## config.mk

```make
export PLATFORM = sky130hd
export DESIGN_NAME = viterbi_frame_ctrl
export DESIGN_NICKNAME = d
export VERILOG_FILES = /design/src/rtl/viterbi_pkg.sv /design/src/rtl/viterbi_frame_ctrl.sv
export SDC_FILE = /design/constraint.sdc
export NUM_CORES = 1
export LEC_CHECK = 0
export BUFFER_PORTS_ARGS = -buffer_cell sky130_fd_sc_hd__buf_2
export CAP_MARGIN = 20
export CORE_ASPECT_RATIO = 0.7
export CORE_MARGIN = 3
export CORE_UTILIZATION = 49
export CTS_CLUSTER_DIAMETER = 60
export DETAILED_ROUTE_END_ITERATION = 8
export GPL_TIMING_DRIVEN = 0
export MAX_ROUTING_LAYER = met4
export PLACE_DENSITY = 0.86
export SYNTH_ARGS = -nofsm -noshare
export SYNTH_HDL_FRONTEND = slang
export SYNTH_SLANG_ARGS = --single-unit
export TNS_END_PERCENT = 1
```

## constraint.sdc

```tcl
create_clock -name i_clk -period 1.7 [get_ports i_clk]
set_input_delay 0.085 -clock i_clk [delete_from_list [all_inputs] [get_ports i_clk]]
set_output_delay 0.085 -clock i_clk [all_outputs]
set_load 0.02 [all_outputs]
```

## src/rtl/viterbi_pkg.sv

```systemverilog
// Shared constants and types for the K=3, rate-1/2 Viterbi frame controller.
package viterbi_pkg;

    localparam int K          = 3;
    localparam int FRAME_LEN  = 15;
    localparam int COL_W      = 4;
    localparam int TB_TIMEOUT = 64;
    localparam int WD_W       = $clog2(TB_TIMEOUT);

    typedef logic [1:0] sym_t;

    typedef enum logic [2:0] {
        S_IDLE,
        S_INIT,
        S_ACS,
        S_TB_WAIT,
        S_DONE
    } state_t;

endpackage

```

## src/rtl/viterbi_frame_ctrl.sv

```systemverilog
// Frame sequencer for the Viterbi trellis: accepts symbols, pulses init/ACS
// column strobes, launches traceback and guards it with a watchdog.
module viterbi_frame_ctrl
    import viterbi_pkg::*;
(
    input  logic             i_clk,
    input  logic             i_rst_n,
    input  logic             i_enable,
    input  logic             i_in_valid,
    input  sym_t             i_in_sym,
    output logic             o_in_ready,
    output logic             o_init_en,
    output logic             o_acs_en,
    output logic [COL_W-1:0] o_col,
    output sym_t             o_sym,
    output logic             o_tb_start,
    input  logic             i_tb_done,
    output logic             o_frame_done,
    output logic             o_tb_timeout,
    output logic [7:0]       o_frame_cnt
);

    state_t           r_state;
    state_t           w_next;
    logic [COL_W-1:0] r_sym_cnt;
    logic [WD_W-1:0]  r_wd_cnt;
    logic             r_init_en;
    logic             r_acs_en;
    logic [COL_W-1:0] r_col;
    sym_t             r_sym;
    logic             r_tb_start;
    logic             r_frame_done;
    logic             r_tb_timeout;
    logic [7:0]       r_frame_cnt;

    logic w_ready;
    logic w_accept;
    logic w_last;
    logic w_wd_exp;

    assign w_accept = i_in_valid && w_ready;
    assign w_last   = (r_sym_cnt == COL_W'(FRAME_LEN - 1));
    assign w_wd_exp = (r_wd_cnt == WD_W'(TB_TIMEOUT - 1));

    // State register.
    always_ff @(posedge i_clk or negedge i_rst_n) begin
        if (!i_rst_n) r_state <= S_IDLE;
        else          r_state <= w_next;
    end

    // Next-state decode; in_ready is purely a function of the current state.
    always_comb begin
        w_next  = r_state;
        w_ready = 1'b0;
        case (r_state)
            S_IDLE: begin
                if (i_enable) w_next = S_INIT;
            end
            S_INIT: begin
                w_ready = 1'b1;
                if (w_accept && r_sym_cnt == COL_W'(K - 2)) w_next = S_ACS;
            end
            S_ACS: begin
                w_ready = 1'b1;
                if (w_accept && w_last) w_next = S_TB_WAIT;
            end
            S_TB_WAIT: begin
                // tb_done beats a simultaneous watchdog expiry.
                if (i_tb_done)     w_next = S_DONE;
                else if (w_wd_exp) w_next = S_IDLE;
            end
            S_DONE: begin
                w_next = S_IDLE;
            end
            default: begin
                w_next = S_IDLE;
            end
        endcase
    end

    // Column strobes, symbol capture, watchdog and frame bookkeeping.
    always_ff @(posedge i_clk or negedge i_rst_n) begin
        if (!i_rst_n) begin
            r_sym_cnt    <= '0;
            r_wd_cnt     <= '0;
            r_init_en    <= 1'b0;
            r_acs_en     <= 1'b0;
            r_col        <= '0;
            r_sym        <= '0;
            r_tb_start   <= 1'b0;
            r_frame_done <= 1'b0;
            r_tb_timeout <= 1'b0;
            r_frame_cnt  <= '0;
        end else begin
            r_init_en    <= 1'b0;
            r_acs_en     <= 1'b0;
            r_tb_start   <= 1'b0;
            r_frame_done <= 1'b0;

            if (r_state == S_IDLE && i_enable) r_sym_cnt <= '0;

            if (w_accept) begin
                r_col <= r_sym_cnt;
                r_sym <= i_in_sym;
                if (r_sym_cnt < COL_W'(K - 1)) r_init_en <= 1'b1;
                else                           r_acs_en  <= 1'b1;
                // The counter parks on the last column so col stays in range.
                if (w_last) begin
                    r_tb_start <= 1'b1;
                    r_wd_cnt   <= '0;
                end else begin
                    r_sym_cnt  <= r_sym_cnt + 1'b1;
                end
            end

            if (r_state == S_TB_WAIT) begin
                if (i_tb_done) begin
                    r_frame_done <= 1'b1;
                    r_frame_cnt  <= r_frame_cnt + 8'd1;
                end else if (w_wd_exp) begin
                    r_tb_timeout <= 1'b1;
                end else begin
                    r_wd_cnt     <= r_wd_cnt + 1'b1;
                end
            end
        end
    end

    assign o_in_ready   = w_ready;
    assign o_init_en    = r_init_en;
    assign o_acs_en     = r_acs_en;
    assign o_col        = r_col;
    assign o_sym        = r_sym;
    assign o_tb_start   = r_tb_start;
    assign o_frame_done = r_frame_done;
    assign o_tb_timeout = r_tb_timeout;
    assign o_frame_cnt  = r_frame_cnt;

endmodule
```

==> results by group <==
Yosys
  – Share of flip-flops with an asynchronous set or reset: 1.000
  – Synthesis Warnings: 0
  – Prevailing post-synth register cell: dfrtp_1
  – Synth Area in Compound Gates: 0.1065
  – Largest family of logic cells by synthesized area: simple AND/OR/NAND/NOR gates
  – Post-synthesis simple-gate area fraction: 0.1676
  – Register area share after synthesis: 0.5365
  – Synth Register Bits: 32
  – Mapped Area: 0.001493 mm2
  – XOR/XNOR Fraction of Synth Area: 0.06454
  – Avg Cell Area, Syn: 11.48 um2
  – Adder-Cell Fraction of Synth Area: 0.04191
  – Netlist cell types: 36
  – Post-synthesis net count: 142
  – Multiplexer share of the synthesized area: 0.04526
  – Synthesized instance count: 130
  – Post-synth EDFFs: 0

Setup path
  – Worst reg2reg path startpoint: r_state[2]
  – R2R depth: 5
  – CP Data Arrival Time: 1840 ps
  – Critical path launch point type: register
  – Setup CP Type: reg -> reg
  – Reg-to-reg slack, setup: 30 ps
  – Crit path max fanout: 8
  – Crit Reg-Reg Endpoint: o_frame_cnt[7]
  – Setup crit end kind: register
  – CP Data Required Time: 1870 ps

Detailed routing
  – DR iter-0 viols: 45
  – DRC violations left: 0
  – Post-route ant nets: 0
  – Vias per cell: 5.410
  – Post-DR wirelength/cell: 13.49 um
  – Routed wire length: 2766 um
  – Vias: 1109
  – Detailed Routing Iterations Pass 1: 4

Final layout
  – Post-route design area: 0.001843 mm2
  – Fin cells: 205
  – Layout cell share with drive strength beyond 1: 0.3432
  – # diodes: 0
  – Final Util: 0.6483
  – Nets: 180
  – Fillers: 225
  – Reg area: 802.0 um2
  – Area grow syn2layout: 23.47%
  – Area of the multi-input gates: 659.4 um2

Timing
  – Worst-Margin Slew: 692.3 ps
  – RSZ-0062 raised after global routing: true
  – Setup WS post-layout: 34.63 ps
  – Fmax: 0.6005 GHz
  – Tmin final: 1665 ps
  – Worst slew margin: 0.5385
  – Final Max Tran Viols: 0
  – Setup violators final: 0
  – Period utilization: 0.9796
  – Final Hold Viols: 0
  – Setup Total Neg Slack: 0 ps
  – Final Skew: 6.150 ps
  – Worst hold margin: 33.45 ps

Pwr
  – VDD IR max: 0.8361 mV
  – Leak Pwr: 0.8916 nW
  – Pwr/cell area: 1645 mW/mm2
  – Tot Pwr: 3.033 mW

GRT
  – Global route total overflow: 0
  – All-Layer GR Usage: 0.1758
  – Met2 Use GR: 0.2729
  – Largest net degree at the start of global routing: 33
  – Met3 Use GR: 0.05747
  – Layer with the highest usage: met2
  – Routing usage on met1: 0.2057
  – Vias in the first global route: 1048
  – First-pass GRT wire length: 4685 um
  – Initial antenna violation count: 0

Clock tree
  – Total CTS buffers: 5
  – TritonCTS clock tree: built
  – Clock Tree Buf Depth: 2
  – Root Driver: clkbuf_8
  – Clock sink total: 32
  – Worst-skew pair later-pin latency: 280 ps
  – Clk slew on worst S/H paths: 70 ps
  – Htree depth: 2

Placed design
  – Input/output buffers: 26
  – Placed Area: 0.001668 mm2
  – Gpl congestion: 0.8025
  – Dpl hpwl: 1993 um
  – Pre-CTS setup slack: -118.6 ps
  – Placed cells: 192

Worst hold path
  – Worst Hold Depth: 2
  – Hold_sp: i_in_sym[0]
  – Worst hold endpoint: o_sym[0]
  – Hold crit path type: in -> reg

Floorplanning
  – Full die area: 0.003755 mm2
  – Initial core utilization: 0.5251
  – Die span in x: 71.97 um
  – Row count: 16
  – Chip Height: 52.18 um
  – Core area: 0.002843 mm2
  – Ports: 27

Status
  – Outcome: finished clean

Flow run
  – Max_cap viols: 0
==> placed cells by master, fill, tap and decap left out, types with 2 or more instances in the layout <==
master	netlist	final
buf_4	0	4
nand3_1	11	11
clkbuf_2	0	2
nor3_1	2	2
buf_2	0	26
nor2_1	8	7
dfrtp_1	32	31
xnor2_1	9	9
o22ai_1	2	2
ha_1	5	4
nand2_1	7	7
buf_6	3	3
xor2_1	2	2
o211ai_1	2	2
a21oi_1	3	3
and3_1	3	2
o21ai_0	7	7
and4b_1	2	2
mux2_2	6	6
clkbuf_8	0	5
nand4_1	3	3
inv_1	4	4
==> worst max-delay path: stages, from the launching register on <==
cell and delay (ps):
dfrtp_2 460, and4b_1 280, buf_6 120, and3_4 190
or3b_4 380, xnor2_1 130
==> final cells by class <==
| type | count | area share |
|---|---|---|
| repair buffers | 31 | 0.09233 |
| clock buffers | 6 | 0.03938 |
| plain buffers | 5 | 0.02376 |
| well taps | 36 | 0.02444 |
| flip-flops and latches | 32 | 0.4352 |
| inverters | 4 | 0.008147 |
| clock inverters | 2 | 0.01901 |
| multi-input cells | 89 | 0.3578 |
==> power breakdown <==
group / internal (mW) / switching (mW)
Combinational: 0.491 / 0.642
Sequential: 0.986 / 0.207
Clock: 0.434 / 0.273
Total: 1.91 / 1.12
==> cells in the mapped netlist (all sizes together), types with 2 or more instances <==
cell type	instances	area (um2)
nand4	3	18.77
xnor2	9	78.83
xor2	2	17.52
nand2	7	26.28
o21ai	7	35.03
clkbuf	2	7.510
dfrtp	32	800.8
nor3	2	10.01
o22ai	2	12.51
mux2	6	67.56
nor2	8	30.03
and4b	2	20.02
ha	5	62.56
nand3	11	55.05
o211ai	2	15.01
a21oi	3	15.01
and3	4	30.03
inv	4	15.01
buf	3	33.78
==> registers in the layout, summed over array words and instances (netlist names) <==
name,flops
o_init_en,1
r_state,3
o_acs_en,1
o_frame_cnt,8
o_tb_start,1
o_tb_timeout,1
o_frame_done,1
r_sym_cnt,4
o_sym,2
r_wd_cnt,6
o_col,4
==> kinds of logic (layout without fill, tap and decap cells) <==
logic type      after synthesis  in the layout
fa+ha+maj                     5              5
flops                        32             32
compound gates               23             23
mux                           6              6
xor+xnor                     11             11
buf+inv                       9             48
simple gates                 44             44
==> routing by layer <==
layer | vias up | wire length, um
met5 | - | 0
li1 | 540 | -
met3 | 7 | 170
met4 | 0 | 59
met2 | 32 | 1324
met1 | 530 | 1212
==> how the worst max path moves through the flow <==
stage	start	to	cells after the start	slack, ps
finish	r_state[2]	o_frame_cnt[7]	5	30
global route	r_state[2]	o_frame_cnt[7]	5	-20
CTS	r_wd_cnt[0]	r_wd_cnt[3]	5	-2
detailed placement	r_wd_cnt[0]	r_wd_cnt[3]	5	-120
global placement	r_wd_cnt[0]	r_wd_cnt[3]	5	-60
floorplan	r_wd_cnt[0]	r_wd_cnt[3]	5	60
==> repair_timing <==
action                                 4_1_cts  5_1_grt
hold buffers                                 1        0
pin swaps                                    2        2
setup buffers                                2        2
resized for setup                            4        6
endpoints found under the hold margin       32        0
setup endpoints to repair                    4        8
(Power assumes the default switching activity.)
